==> config.mk <==
export PLATFORM = sky130hd
export DESIGN_NAME = mult32x32_arbiter
export DESIGN_NICKNAME = d
export VERILOG_FILES = /design/src/rtl/mult32x32_arbiter.sv
export SDC_FILE = /design/constraint.sdc
export NUM_CORES = 1
export LEC_CHECK = 0
export BUFFER_PORTS_ARGS = -buffer_cell sky130_fd_sc_hd__buf_2
export CORE_AREA = 10 10 173 175
export CTS_CLUSTER_SIZE = 10
export DETAILED_ROUTE_END_ITERATION = 10
export DIE_AREA = 0 0 183 185
export PLACE_DENSITY = 0.52
export SYNTH_ARGS = -nofsm -noshare
export SYNTH_HDL_FRONTEND = slang
export SYNTH_SLANG_ARGS = --single-unit
==> constraint.sdc <==
create_clock -name clk -period 5.15 [get_ports clk]
set_input_delay 0.2575 -clock clk [delete_from_list [all_inputs] [get_ports clk]]
set_output_delay 0.2575 -clock clk [all_outputs]
set_load 0.1 [all_outputs]
==> src/rtl/mult32x32_arbiter.sv <==
// Round-robin arbiter sharing one 32x32 multiplier among N_REQ requesters.
// Handshake: req[i] is held with stable operands until ack[i] pulses (capture); done[i] pulses once with result valid.
module mult32x32_arbiter #(
    parameter int N_REQ = 4,
    localparam int IDW = $clog2(N_REQ)
) (
    input  logic                 clk,
    input  logic                 reset,
    input  logic [N_REQ-1:0]     req,
    input  logic [32*N_REQ-1:0]  req_a,
    input  logic [32*N_REQ-1:0]  req_b,
    output logic [N_REQ-1:0]     ack,
    output logic [N_REQ-1:0]     done,
    output logic [63:0]          result,
    output logic [IDW-1:0]       result_id,
    output logic                 arb_busy,
    output logic                 m_start,
    output logic [31:0]          m_a,
    output logic [31:0]          m_b,
    input  logic                 m_busy,
    input  logic [63:0]          m_product,
    output logic [2:0]           dbg_state
);

    typedef enum logic [2:0] {
        IDLE      = 3'd0,
        ISSUE     = 3'd1,
        WAIT_BUSY = 3'd2,
        WAIT_DONE = 3'd3,
        DELIVER   = 3'd4
    } state_t;

    state_t         state;
    logic [IDW-1:0] last_grant;
    logic [IDW-1:0] win_id;
    logic [IDW-1:0] pick;
    logic           any_req;
    logic [31:0]    sel_a;
    logic [31:0]    sel_b;

    // Walk from the farthest index back to last_grant+1 so the nearest set bit is written last and wins.
    always_comb begin
        int idx;
        idx     = 0;
        pick    = '0;
        any_req = 1'b0;
        for (int k = N_REQ; k >= 1; k--) begin
            idx = int'(last_grant) + k;
            if (idx >= N_REQ) idx = idx - N_REQ;
            if (req[IDW'(idx)]) begin
                pick    = IDW'(idx);
                any_req = 1'b1;
            end
        end
    end

    always_comb begin
        sel_a = '0;
        sel_b = '0;
        for (int i = 0; i < N_REQ; i++) begin
            if (pick == IDW'(i)) begin
                sel_a = req_a[32*i +: 32];
                sel_b = req_b[32*i +: 32];
            end
        end
    end

    assign arb_busy  = (state != IDLE);
    assign dbg_state = state;

    always_ff @(posedge clk or negedge reset) begin
        if (!reset) begin
            state      <= IDLE;
            last_grant <= IDW'(N_REQ - 1);
            win_id     <= '0;
            ack        <= '0;
            done       <= '0;
            m_start    <= 1'b0;
            m_a        <= '0;
            m_b        <= '0;
            result     <= '0;
            result_id  <= '0;
        end else begin
            ack     <= '0;
            done    <= '0;
            m_start <= 1'b0;
            case (state)
                IDLE: begin
                    if (any_req) begin
                        win_id     <= pick;
                        last_grant <= pick;
                        m_a        <= sel_a;
                        m_b        <= sel_b;
                        m_start    <= 1'b1;
                        ack        <= N_REQ'(1) << pick;
                        state      <= ISSUE;
                    end
                end
                ISSUE: state <= WAIT_BUSY;
                WAIT_BUSY: begin
                    if (m_busy) state <= WAIT_DONE;
                end
                WAIT_DONE: begin
                    if (!m_busy) begin
                        result    <= m_product;
                        result_id <= win_id;
                        done      <= N_REQ'(1) << win_id;
                        state     <= DELIVER;
                    end
                end
                DELIVER: begin
                    m_a   <= '0;
                    m_b   <= '0;
                    state <= IDLE;
                end
                default: state <= IDLE;
            endcase
        end
    end

endmodule

==> results.cfg, run 1 <==
[synth]
synthCells = 717
synth.top_cell.area_share_pct = 50.9
syn-mean-instance-area_um2 = 9.87
synth_top_cell_by_area = dfrtp_1
yosysWarnings = 0
synth-seq-cells = 146
yosysUniqueCellTypes = 42
synth_top_cells_by_area = dfrtp_1, nand2_1, mux2i_1, a221o_1, o32ai_1
synthesis.area_um2 = 7070
synth.yosys.seq_area_share_pct = 51.7
syn_nets = 1044

[clocking]
tritoncts = built
cts_buffer_depth = 2
ctsHoldBuffers = 2
cts_resized = 0
cts_buffers = 17
clk_pin_slew_ps = 70
clock_sinks = 146
h-tree-depth = 4
cts_setup_buffers = 0
root_buffer = clkbuf_16
clk-insertion-delay-late_ps = 430

[setup_path]
path_delay_family = buffers and inverters
start_kind = flip-flop
cpMostUsedCell = buf_4
path_max_fanout = 47
cp.arrival_ps = 3330
crit_buf_inv = 2
crit_required_ps = 5440
crit_chain = and3b_1 > o31ai_4 > buf_4 > buf_4 > mux2i_1 > o32ai_1 > a221o_1
cp_slowest_cell = buf_4
max_stage_delay_ps = 720
crit_type = reg2reg
endpoint_kind = flip-flop

[run]
drv_cap = 0

[sta]
maxSlewViolCount = 0
finalCritPeriodShare_pct = 59.0
final_hold_viol_count = 0
fmax_ghz = 0.329
rsz0062_at_grt = false
max_slew_margin_pct = 22.6
fin_skew_ps = 20.3
layout_min_cycle_time_ps = 3040
setup_viol = 0
setup_tns_ps = 0
worst_pin_slew_ps = 1160

[route]
num_vias = 7277
route.detailed.drc = 0
firstDrtPassIters = 4
routed_wl_um = 32400
via_per_inst = 4.77
first_iter_violations = 369
ant_nets = 0
wire_per_inst_um = 21.2

[cells_and_area]
nets = 1485
final_cell_mix = buf_2, nand2_1, dfrtp_1
layout_commonest_cell = buf_2
area_growth_syn_to_layout_pct = 45.8
drive_gt1_share_pct = 44.8
nFillCells = 2764

[grt]
grt_max_degree = 71
grt.overflow.total = 0
grt_pass1_vias = 7918
grt_pass1_wl_um = 48100
antenna_found_initial = 11
grt_usage_pct = 18.3

[place]
port_buffers = 469
hpwlAfterDp_um = 24700
place_congestion = 0.865

[floorplan]
start_util_pct = 26.6
die_h_um = 185
die_width_um = 183
io-pin-count = 470
placeableCoreArea_um2 = 26600
die_area_um2 = 33900
rows = 60

[status]
status = complete, no violations

[hold_path]
hold_path_class = in2reg
## sequential cells by signal (all words and copies together) (netlist names)
| register | flops |
|---|---|
| result | 64 |
| last_grant | 2 |
| ack | 4 |
| m_start | 1 |
| done | 4 |
| win_id | 2 |
| m_b | 32 |
| dbg_state | 3 |
| result_id | 2 |
| m_a | 32 |
## cells in the mapped netlist
library cell / count
and3_1: 2
and2_1: 4
inv_2: 2
nor2b_1: 2
buf_6: 6
o21ai_2: 1
nand3_1: 4
o31a_1: 1
o211ai_1: 4
o21ai_1: 1
a22oi_1: 1
a21oi_2: 1
buf_1: 2
nor2_1: 10
buf_2: 21
a211o_2: 1
a32oi_1: 5
nand2b_1: 1
or3_1: 1
dfrtp_1: 144
o32ai_1: 55
nor3_1: 13
a221o_1: 55
or2_2: 1
a21o_1: 3
a21oi_1: 6
nand2_1: 205
nand2_2: 2
or4_4: 1
o31ai_1: 2
nor3b_1: 1
nor3_2: 1
o21a_1: 2
o22ai_1: 1
and3b_1: 1
dfstp_2: 2
o41ai_1: 4
buf_4: 4
mux2i_1: 56
o221ai_1: 4
clkbuf_1: 26
inv_1: 58
## cell families after synthesis
kind of cell | Yosys count | share of synthesized area [%]
buffers and inverters | 119 | 7.53
flip-flops | 146 | 51.7
AND/OR/NAND/NOR | 249 | 14.3
multiplexers | 56 | 7.92
AO/OA/AOI/OAI | 147 | 18.6
## layout make-up
| class | count | area, um2 | area share [%] |
|---|---|---|---|
| well taps | 341 | 427 | 4.14 |
| repair buffers | 481 | 2450 | 23.7 |
| diodes | 12 | 30.0 | 0.291 |
| flip-flops and latches | 146 | 3660 | 35.4 |
| clock buffers | 18 | 439 | 4.26 |
| inverters | 60 | 225 | 2.18 |
| clock inverters | 14 | 169 | 1.64 |
| multi-input cells | 452 | 2920 | 28.3 |
## worst reg2reg max path, stage by stage, from the launching register on
cell	delay (ps)
dfstp_2	540
and3b_1	210
o31ai_4	210
buf_4	380
buf_4	720
mux2i_1	410
o32ai_1	120
a221o_1	320
## per-layer routing
layer | track usage, % | vias to the layer above | wire length [um] | part of all wire [%]
li1 | - | 3447 | - | -
met5 | 0 | - | 26 | 0.080
met2 | 31.2 | 354 | 16200 | 50
met3 | 7.52 | 32 | 3250 | 10
met4 | 6.07 | 4 | 620 | 1.9
met1 | 20.2 | 3440 | 12200 | 38
## stage by stage
stage	utilization (%)	hold slack (ps)	std cells	worst slack (ps)	instance area [um2]
after global routing	38.8	14.4	1521	1980	10300
after global placement	36.3	247	1478	2140	9660
final	38.8	16.8	1524	2110	10300
after CTS	38.7	0.157	1512	2100	10300
after detailed placement	36.3	241	1478	2100	9660
after floorplan	-	-38.1	717	2870	7070
## path summary, 6_finish.rpt
path | start | cells past startpoint | endpoint | slack [ps]
max in group asynchronous | reset | 3 | done[0]$_DFF_PN0_ | 3640
hold / removal | m_product[49] | 3 | result[49]$_DFFE_PN0P_ | 20
min in group asynchronous | reset | 2 | result[45]$_DFFE_PN0P_ | 330
hold reg to reg | result[16]$_DFFE_PN0P_ | 2 | result[16]$_DFFE_PN0P_ | 470
setup reg to reg | last_grant[0]$_DFFE_PN1P_ | 7 | m_b[21]$_DFFE_PN0P_ | 2110
setup / recovery | last_grant[0]$_DFFE_PN1P_ | 7 | m_b[21]$_DFFE_PN0P_ | 2110
Power of run 1 is left out: the tool's default activity adds up to more than one toggle a clock period on the data nets, which glitch-free logic cannot reach.
==> run 2: changes to the inputs <==
--- a/config.mk
+++ b/config.mk
@@ -6,11 +6,11 @@
 export NUM_CORES = 1
 export LEC_CHECK = 0
 export BUFFER_PORTS_ARGS = -buffer_cell sky130_fd_sc_hd__buf_2
-export CORE_AREA = 10 10 173 175
+export CORE_AREA = 10 10 176 178
 export CTS_CLUSTER_SIZE = 10
 export DETAILED_ROUTE_END_ITERATION = 10
-export DIE_AREA = 0 0 183 185
-export PLACE_DENSITY = 0.52
+export DIE_AREA = 0 0 186 188
+export PLACE_DENSITY = 0.51
 export SYNTH_ARGS = -nofsm -noshare
 export SYNTH_HDL_FRONTEND = slang
 export SYNTH_SLANG_ARGS = --single-unit
==> constraint.sdc (replaced) <==
create_clock -name clk -period 2.8 [get_ports clk]
set_input_delay 0.14 -clock clk [delete_from_list [all_inputs] [get_ports clk]]
set_output_delay 0.14 -clock clk [all_outputs]
set_load 0.1 [all_outputs]
==> results.cfg, run 2 (synthesis results as in run 1) <==
[status]
status = finished, violations left
violations = hold timing

[setup_path]
crit_type = reg2reg
crit_required_ps = 3100
endpoint_kind = flip-flop
start_kind = flip-flop
path_max_fanout = 58
cp.arrival_ps = 2680

[cells_and_area]
multi_input_area_um2 = 2920
nets = 1621
drive_gt1_share_pct = 40.8
layoutNonFillerInstCount = 1660
fin_area_um2 = 11700
top_regs = result x64, m_a x32, m_b x32
seqCellArea_um2 = 3660
layout_commonest_cell = buf_2
nFillCells = 2674
final_util_pct = 42.6
area_growth_syn_to_layout_pct = 65.4
final_cell_mix = buf_2, nand2_1, dfrtp_1
largest_reg_flops = 64
regMostFlops = result

[sta]
worst_pin_slew_ps = 964
final_hold_viol_count = 1
setup_tns_ps = 0
setup_ws_ps = 417
whs_ps = -1.97
finalCritPeriodShare_pct = 85.1
rsz0062_at_grt = false
maxSlewViolCount = 0
setup_viol = 0
fin_skew_ps = 14.3
fmax_ghz = 0.420
max_slew_margin_pct = 35.5
layout_min_cycle_time_ps = 2380

[grt]
grt_usage_pct = 18.5
grt_util_met2_pct = 31.6
grt_pass1_vias = 8736
grt.met1_usage_pct = 20.8
grt_pass1_wl_um = 51000
antenna_found_initial = 9
grt.overflow.total = 0
grt-busiest-layer = met2
grt_util_met3_pct = 6.92
grt_max_degree = 69

[run]
drv_cap = 0

[clocking]
root_buffer = clkbuf_16
clk_pin_slew_ps = 70
tritoncts = built
cts_resized = 0
clk-insertion-delay-late_ps = 420
cts_setup_buffers = 0
cts_buffer_depth = 2
clock_sinks = 146
ctsHoldBuffers = 129
h-tree-depth = 4
cts_buffers = 17

[route]
routed_wl_um = 33700
firstDrtPassIters = 4
ant_nets = 0
num_vias = 7829
route.detailed.drc = 0
first_iter_violations = 336
wire_per_inst_um = 20.3
via_per_inst = 4.72

[floorplan]
rows = 61
start_util_pct = 25.7
io-pin-count = 470
die_area_um2 = 35000
die_width_um = 186
die_h_um = 188
placeableCoreArea_um2 = 27500

[place]
place_congestion = 0.828
placed_cell_area_um2 = 9820
place_inst = 1492
port_buffers = 469
pre_cts_ws_ps = 383
hpwlAfterDp_um = 25000

[hold_path]
hold_path_class = in2reg

[power]
powerDensity_nw_per_um2 = 1480
leakage_nw = 6.33
p_total_mw = 17.3
ir_drop_mv = 1.06
run 2: report_power, final:
group	switching [mW]	total (mW)	internal, mW
clock	1.05	2.30	1.25
combinational	9.15	11.3	2.18
sequential	0.557	3.63	3.07
run 2: routing by layer:
metal / routed length, um / share of wire, %
met1: 13200 / 39
met2: 16600 / 49
met3: 3230 / 9.6
met4: 651 / 1.9
met5: 27 / 0.080
run 2: worst max-delay path, stage by stage (launching register included):
cell and delay, ps:
dfstp_2 610, a21oi_1 150, o31ai_4 380, buf_12 380, mux2i_1 340, o32ai_1 110
a221o_1 270
run 2: layout make-up:
class,count,area share (%)
Antenna cell,7,0.150
Clock buffer,18,3.67
Clock inverter,14,1.24
Inverter,60,1.92
Multi-Input combinational cell,452,25.0
Sequential cell,146,31.2
Tap cell,346,3.70
Timing Repair Buffer,617,33.1
run 2: worst paths after layout:
path	from	end	slack, ps	cells after the start
hold / removal	m_product[40]	result[40]$_DFFE_PN0P_	-2	3
hold reg to reg	result[32]$_DFFE_PN0P_	result[32]$_DFFE_PN0P_	470	2
max in group asynchronous	reset	m_a[21]$_DFFE_PN0P_	1740	3
min in group asynchronous	reset	result[5]$_DFFE_PN0P_	270	2
setup reg to reg	last_grant[1]$_DFFE_PN1P_	m_a[5]$_DFFE_PN0P_	420	6
setup / recovery	last_grant[1]$_DFFE_PN1P_	m_a[5]$_DFFE_PN0P_	420	6
Power figures use the tool's default switching activity.
==> run 3: changes to the inputs <==
--- a/config.mk
+++ b/config.mk
@@ -6,10 +6,10 @@
 export NUM_CORES = 1
 export LEC_CHECK = 0
 export BUFFER_PORTS_ARGS = -buffer_cell sky130_fd_sc_hd__buf_2
-export CORE_AREA = 10 10 176 178
+export CORE_MARGIN = 10
+export CORE_UTILIZATION = 26
 export CTS_CLUSTER_SIZE = 10
 export DETAILED_ROUTE_END_ITERATION = 10
-export DIE_AREA = 0 0 186 188
 export PLACE_DENSITY = 0.51
 export SYNTH_ARGS = -nofsm -noshare
 export SYNTH_HDL_FRONTEND = slang
==> results.cfg, run 3 (synthesis results as in run 1) <==
[sta]
worst_pin_slew_ps = 727
rsz0062_at_grt = false
layout_min_cycle_time_ps = 2350
final_hold_viol_count = 0
setup_tns_ps = 0
fmax_ghz = 0.426
max_slew_margin_pct = 51.5
finalCritPeriodShare_pct = 83.9
fin_skew_ps = 10.2
setup_viol = 0
maxSlewViolCount = 0

[floorplan]
start_util_pct = 26.3
die_area_um2 = 34200
io-pin-count = 470
die_h_um = 185
placeableCoreArea_um2 = 26900
rows = 60
die_width_um = 185

[cells_and_area]
seqCellArea_um2 = 3660
final_cell_mix = buf_2, nand2_1, dfrtp_1
top_regs = result x64, m_a x32, m_b x32
nets = 1621
layout_commonest_cell = buf_2
regMostFlops = result
largest_reg_flops = 64
nFillCells = 2629
multi_input_area_um2 = 2920
area_growth_syn_to_layout_pct = 65.3
drive_gt1_share_pct = 40.8

[route]
ant_nets = 0
num_vias = 7696
wire_per_inst_um = 20.2
via_per_inst = 4.66
first_iter_violations = 279
routed_wl_um = 33300
firstDrtPassIters = 4
route.detailed.drc = 0

[place]
place_congestion = 0.791
port_buffers = 469
hpwlAfterDp_um = 25100

[clocking]
root_buffer = clkbuf_16
clk-insertion-delay-late_ps = 420
cts_resized = 0
clock_sinks = 146
cts_buffer_depth = 2
h-tree-depth = 4
tritoncts = built
cts_buffers = 17
clk_pin_slew_ps = 60

[setup_path]
start_kind = flip-flop
crit_type = reg2reg
path_max_fanout = 50
cp.depth = 6
crit_chain = a21oi_1 > o31ai_4 > buf_12 > nor3_4 > buf_4 > a221o_1
path_delay_family = compound AO/OA/AOI/OAI gates
r2r_cells = 6
cp.arrival_ps = 2650
rrSetupSlack_ps = 450
crit_buf_inv = 2
crit_start = last_grant[1]$_DFFE_PN1P_
cp_slowest_cell = dfstp_2
endpoint_kind = flip-flop
crit_required_ps = 3100
max_stage_delay_ps = 590
r2r_start = last_grant[1]$_DFFE_PN1P_
regToRegEndpoint = m_a[0]$_DFFE_PN0P_
crit_path_end = m_a[0]$_DFFE_PN0P_

[run]
drv_cap = 0

[power]
leakage_nw = 6.34
ir_drop_mv = 0.718
p_total_mw = 17.2
powerDensity_nw_per_um2 = 1470

[grt]
grt_usage_pct = 18.6
grt_pass1_wl_um = 49100
grt_max_degree = 72
grt.overflow.total = 0
grt_pass1_vias = 8379
antenna_found_initial = 3

[status]
status = complete, no violations

[hold_path]
whs_path_depth = 3
hold_path_class = in2reg
run 3: cell types whose count changed in the layout (fill, tap and decap cells not counted):
cell	before	now
bufinv_16	1	2
clkbuf_1	1	0
clkinvlp_4	5	4
diode_2	7	4
inv_6	3	5
inv_8	3	0
run 3: how the worst min path moves through the flow:
stage            from                  endpoint  slack, ps
2_1_floorplan   reset          ack[0]$_DFF_PN0_       -160
3_3_place_gp    reset    result[51]$_DFFE_PN0P_        100
3_5_place_dp    reset    result[47]$_DFFE_PN0P_         90
4_1_cts        m_busy  dbg_state[1]$_DFFE_PN0P_       0.06
5_1_grt        m_busy  dbg_state[1]$_DFFE_PN0P_         10
6_report       m_busy  dbg_state[1]$_DFFE_PN0P_         20
run 3: timing repair:
action | 4_1_cts | 5_1_grt
endpoints found under the setup margin | 0 | 0
hold buffers | 128 | 1
buffers inserted | 0 | 0
hold endpoints to repair | 167 | 1
run 3: per-stage QoR:
stage          utilization, %  cell area (um2)  hold slack [ps]  setup slack [ps]  std cells
4_1_cts                  43.4            11700           0.0629               428       1645
2_1_floorplan               -             7070             -156               523        717
6_report                 43.5            11700             21.6               452       1650
5_1_grt                  43.5            11700             14.9               317       1648
3_5_place_dp             36.5             9810             94.4               434       1487
3_3_place_gp             36.5             9810             99.0               469       1487
run 3: layer usage:
layer / up-vias / routed length [um] / track usage (%)
li1: 3715 / - / -
met1: 3638 / 13100 / 20.7
met2: 317 / 16800 / 32.8
met3: 26 / 2870 / 7.01
met4: 0 / 469 / 4.58
met5: - / 0 / 0
run 3: layout make-up:
cell class	count	share of cell area, %
Clock inverter	13	1.29
Multi-Input combinational cell	452	25.0
Tap cell	341	3.65
Timing Repair Buffer	617	33.1
Antenna cell	4	0.0856
Clock buffer	17	3.64
Inverter	60	1.93
Sequential cell	146	31.3
run 3: power breakdown:
part           switching (mW)  internal, mW
clock network           0.972          1.32
registers               0.544          3.07
logic                    9.13          2.19
run 3: tightest hold or removal path: cells and delay by family:
kind                   cells  cell delay [ps]
buffers and inverters      1              110
and+or+nand+nor            2              140
